--- src/rtl/fetch_stage.sv ---
// Fetch stage: owns PCF, talks to a single-outstanding in-order instruction memory,
// and drives the F->D register (InstrD/PCD/PCPlus4D/ValidD) into decode.
module fetch_stage #(
  parameter logic [31:0] RESET_PC  = 32'h0000_0000,
  parameter logic [31:0] NOP_INSTR = 32'h0000_0013
) (
  input  logic        clk,
  input  logic        reset,
  input  logic        PCSrcE,
  input  logic [31:0] PCTargetE,
  input  logic        StallD,
  input  logic        FlushD,
  output logic        imem_req,
  output logic [31:0] imem_addr,
  input  logic        imem_rvalid,
  input  logic [31:0] imem_rdata,
  output logic [31:0] InstrD,
  output logic [31:0] PCD,
  output logic [31:0] PCPlus4D,
  output logic        ValidD
);

  typedef enum logic [1:0] {ISSUE, WAIT, HOLD, DROP} state_t;

  state_t      state_q, state_d;
  logic [31:0] pcf_q, pcf_d;
  logic [31:0] hold_q, hold_d;
  logic        hold_vld_q, hold_vld_d;
  logic [31:0] instr_q, instr_d;
  logic [31:0] pcd_q, pcd_d;
  logic [31:0] pcp4_q, pcp4_d;
  logic        valid_q, valid_d;

  logic [31:0] pcf_plus4;
  logic        acc;
  logic        word_avail;
  logic [31:0] word;

  always_comb begin
    pcf_plus4  = pcf_q + 32'd4;
    acc        = imem_rvalid & ~StallD & ~FlushD & ~PCSrcE;
    state_d    = state_q;
    pcf_d      = pcf_q;
    hold_d     = hold_q;
    hold_vld_d = hold_vld_q;
    imem_req   = 1'b0;
    imem_addr  = pcf_q;
    word_avail = 1'b0;
    word       = imem_rdata;

    case (state_q)
      ISSUE: begin
        // The request goes out even on redirect; its response is then wrong-path.
        imem_req = 1'b1;
        if (PCSrcE) begin
          pcf_d   = PCTargetE;
          state_d = DROP;
        end else begin
          state_d = WAIT;
        end
      end
      WAIT: begin
        if (PCSrcE) begin
          pcf_d   = PCTargetE;
          state_d = imem_rvalid ? ISSUE : DROP;
        end else if (acc) begin
          word_avail = 1'b1;
          pcf_d      = pcf_plus4;
          imem_req   = 1'b1;
          imem_addr  = pcf_plus4;
        end else if (imem_rvalid) begin
          hold_d     = imem_rdata;
          hold_vld_d = 1'b1;
          state_d    = HOLD;
        end
      end
      HOLD: begin
        word = hold_q;
        if (PCSrcE) begin
          hold_vld_d = 1'b0;
          pcf_d      = PCTargetE;
          state_d    = ISSUE;
        end else if (!StallD && !FlushD) begin
          word_avail = hold_vld_q;
          hold_vld_d = 1'b0;
          pcf_d      = pcf_plus4;
          state_d    = ISSUE;
        end
      end
      DROP: begin
        if (PCSrcE) pcf_d = PCTargetE;
        if (imem_rvalid) state_d = ISSUE;
      end
      default: state_d = ISSUE;
    endcase

    // Reset forces ISSUE asynchronously; keep the request quiet until it releases.
    if (reset) imem_req = 1'b0;
  end

  always_comb begin
    instr_d = instr_q;
    pcd_d   = pcd_q;
    pcp4_d  = pcp4_q;
    valid_d = valid_q;
    if (FlushD) begin
      instr_d = NOP_INSTR;
      valid_d = 1'b0;
    end else if (!StallD) begin
      if (word_avail) begin
        instr_d = word;
        pcd_d   = pcf_q;
        pcp4_d  = pcf_plus4;
        valid_d = 1'b1;
      end else begin
        instr_d = NOP_INSTR;
        valid_d = 1'b0;
      end
    end
  end

  always_ff @(posedge clk or posedge reset) begin
    if (reset) begin
      state_q    <= ISSUE;
      pcf_q      <= RESET_PC;
      hold_q     <= 32'd0;
      hold_vld_q <= 1'b0;
      instr_q    <= NOP_INSTR;
      pcd_q      <= 32'd0;
      pcp4_q     <= 32'd4;
      valid_q    <= 1'b0;
    end else begin
      state_q    <= state_d;
      pcf_q      <= pcf_d;
      hold_q     <= hold_d;
      hold_vld_q <= hold_vld_d;
      instr_q    <= instr_d;
      pcd_q      <= pcd_d;
      pcp4_q     <= pcp4_d;
      valid_q    <= valid_d;
    end
  end

  assign InstrD   = instr_q;
  assign PCD      = pcd_q;
  assign PCPlus4D = pcp4_q;
  assign ValidD   = valid_q;

endmodule

--- config.mk ---
export PLATFORM = sky130hd
export DESIGN_NAME = fetch_stage
export DESIGN_NICKNAME = d
export VERILOG_FILES = /design/src/rtl/fetch_stage.sv
export SDC_FILE = /design/constraint.sdc
export NUM_CORES = 1
export LEC_CHECK = 0
export BUFFER_PORTS_ARGS = -buffer_cell sky130_fd_sc_hd__buf_2
export CAP_MARGIN = 20
export CORE_ASPECT_RATIO = 1.1
export CORE_MARGIN = 2
export CORE_UTILIZATION = 55
export DETAILED_ROUTE_END_ITERATION = 8
export HOLD_SLACK_MARGIN = 0.03
export PLACE_DENSITY = 0.81
export RECOVER_POWER = 25
export SKIP_CTS_REPAIR_TIMING = 1
export SYNTH_ARGS = -nofsm -noshare
export SYNTH_HDL_FRONTEND = slang
export SYNTH_SLANG_ARGS = --single-unit
--- constraint.sdc ---
create_clock -name clk -period 8.5 [get_ports clk]
set_input_delay 1.7 -clock clk [delete_from_list [all_inputs] [get_ports clk]]
set_output_delay 1.7 -clock clk [all_outputs]
set_load 0.05 [all_outputs]
==> impl_metrics.csv <==
group,metric,value,unit
global_route,first_global_vias,7984,
layout,fill_cells,1387,
yosys,ys_async_sr_fraction,100,%
pwr,ir_drop,0.207,mV
detailed_routing,route.final.wire_length,25.8,mm
place,dpl.cell_count,1332,
outcome,status,"finished with violations",
global_route,grt_first_pass_wirelength,41.3,mm
die,chipWidth,128,µm
clock_network,number_of_clock_sinks,162,
detailed_routing,detail_route.iter0.violations,717,
yosys,synth_area,0.00924,mm²
place,io_buffer_count,199,
sta,final.setup.tns,0,ps
layout,area_delta_synth_final,15.9,%
yosys,synth_enable_flop_cells,0,
sta,timing.slew.headroom,-165,%
clock_network,clock-root-buffer,"clkbuf_16",
yosys,netlist_top_cells_area,"dfrtp_1 (43%), nand2_1 (8.8%), o21ai_0 (4.7%)",
yosys,yosys_register_bits,162,
setup_path,timing.critical_path.fanout_max,32,
die,core,0.0164,mm²
detailed_routing,drc_errors,0,
die,fp.dieArea,0.0179,mm²
yosys,post_synth_inst_count,1009,
yosys,yosysWarnings,0,
place,routabilityCongestion,0.937,
setup_path,timing.critical_path.required,6800,ps
setup_path,startpoint_type,"input port",
global_route,largest_net_degree_at_the_start_of_global_routing,98,
sta,tightest_slew,3950,ps
yosys,syn_nets,1086,
clock_network,cts_tree,"done",
sta,finalCritPeriodShare,74.0,%
layout,most_used_cells_in_the_layout_excluding_fill_and_tap_cells,"nand2_1 (217), buf_2 (181), dfrtp_1 (158)",
yosys,synth_top_cell_by_area,"dfrtp_1",
sta,timing.final.hold_violations,0,
global_route,grt_antenna_before_repair,0,
sta,fin_worst_skew,11.3,ps
outcome,failed_checks,"max-capacitance violations, max-slew violations",
sta,maxClockFrequency,159,MHz
setup_path,worstSetupEndpointType,"output port",
detailed_routing,detailedRoute.firstPassIterationCount,6,
yosys,synthDistinctLibCells,81,
clock_network,clockBufferDepth,2,
layout,fraction_of_final_layout_cells_sized_beyond_drive_strength_1,25.2,%
pwr,static-leakage-power,4.91,nW
sta,slew_viol_final,165,
global_route,global_route.overflow_total,0,
detailed_routing,detail_route.vias_per_cell,6.09,
global_route,groute.usage.overall,29.1,%
die,floorplan.die.height,140,µm
place,detailed_place_hpwl,17.5,mm
die,rows,49,
layout,nets,1224,
yosys,netlist.area_leader.share,42.8,%
setup_path,cp_data_arrival_time,4590,ps
sta,grt_setup_unrepaired,"false",
detailed_routing,avgRoutedWirePerCell,18.9,µm
yosys,avgSynthCellArea,9.16,µm²
yosys,dominantRegCellSynth,"dfrtp_1",
setup_path,worstSetupPathType,"in2out",
setup_path,timing.critical_path.cells,"clkbuf_1 > nor4b_4 > buf_4 > and2_1 > nand4_1 > xnor2_1 > buf_2",
clock_network,clk_latency,430,ps
clock_network,cts.reportedPaths.clkPinSlew,70,ps
layout,antenna_cells,0,
setup_path,timing.critical_path.slowest_stage_cell,"and2_1",
detailed_routing,drtAntennaViolNets,0,
setup_path,worst_path_largest_cell_delay,850,ps
sta,final-setup-viol-count,0,
worst_hold_path,worst_hold_path_type,"reg2reg",
detailed_routing,vias,8308,
sta,fin_crit,6290,ps
layout,layout_commonest_cell,"nand2_1",
layout,instances_no_fill,1364,
pwr,power_density,414,mW/mm²
yosys,share_of_synthesized_area_occupied_by_flip_flops_and_latches,43.9,%
clock_network,numCtsBuffers,17,
die,floorplan.io_pins,200,
flow_run,cap_viol_max_count,4,
die,start_util,56.2,%
clock_network,cts_h_tree_depth,4,
[metal layers]
metal,up-vias,track usage (%),share of wire [%],wire length (µm)
li1,3798,-,-,-
met3,59,7.26,9.4,2430
met4,0,9.89,2.5,633
met2,451,47.2,47,12100
met5,-,0,0,0
met1,4000,38.1,41,10600
[worst paths after layout]
check,start,end,slack (ps),cells after the start
max,PCSrcE,imem_addr[29],2210,7
min,InstrD[10],InstrD[10],480,2
max reg2reg,state_q[0],pcf_q[29],3310,9
min reg2reg,InstrD[10],InstrD[10],480,2
max in group asynchronous,reset,PCPlus4D[31],3790,3
min in group asynchronous,reset,PCPlus4D[8],2440,2
[worst max-delay path: cells and delay by family]
family | cells | cell delay, ps
and+or+nand+nor | 3 | 1510
buffers and inverters | 3 | 1210
xor gates and xnor gates | 1 | 160
[cells in the mapped netlist (all sizes together) (15+ instances only)]
master	instances
dfrtp	158
mux2i	41
buf	35
nor3	17
a21oi	37
clkbuf	56
inv	15
nand4	17
xnor2	42
mux2	36
xor2	21
nor2	54
o21ai	90
nand2	218
[logic make-up after synthesis]
| family | synth area share [%] |
|---|---|
| muxes | 8.83 |
| DFF | 43.9 |
| xor gates and xnor gates | 5.97 |
| AOI/OAI and AO/OA | 15.9 |
| adders and majority gates | 0.948 |
| buffers and inverters | 5.39 |
| and+or+nand+nor | 19.0 |
[cell type report]
cell class	count	area [µm²]	share of cell area [%]
clock buffer	18	439	4.10
clock inverter	14	136	1.27
inverter	18	68.8	0.642
timing repair buffer	210	1060	9.86
multi-input combinational	738	4700	43.9
sequential	162	4060	37.9
tap	204	255	2.38
[registers in the layout, indices dropped and copies added, names as in the netlist]
| register | flops |
|---|---|
| InstrD | 32 |
| hold_q | 32 |
| ValidD | 1 |
| PCD | 32 |
| hold_vld_q | 1 |
| pcf_q | 32 |
| PCPlus4D | 30 |
| state_q | 2 |
[power breakdown]
group | total (W) | internal (W) | switching, W
registers | 0.00139 | 0.00106 | 0.000330
clock network | 0.000755 | 0.000397 | 0.000358
logic | 0.00229 | 0.000720 | 0.00157
total | 0.00443 | 0.00218 | 0.00226
[metrics by stage]
stage / total power [W] / hold WS (ps) / instance area, µm² / util, % / worst slack, ps
floorplan: 0.00315 / 463 / 9240 / - / 2430
global placement: 0.00360 / 454 / 10200 / 61.8 / 2640
detailed placement: 0.00366 / 459 / 10200 / 61.9 / 2610
CTS: 0.00442 / 476 / 10800 / 65.4 / 2600
global route: 0.00468 / 498 / 10700 / 65.2 / 2030
finish: 0.00443 / 475 / 10700 / 65.2 / 2210
(Power assumes the default switching activity.)
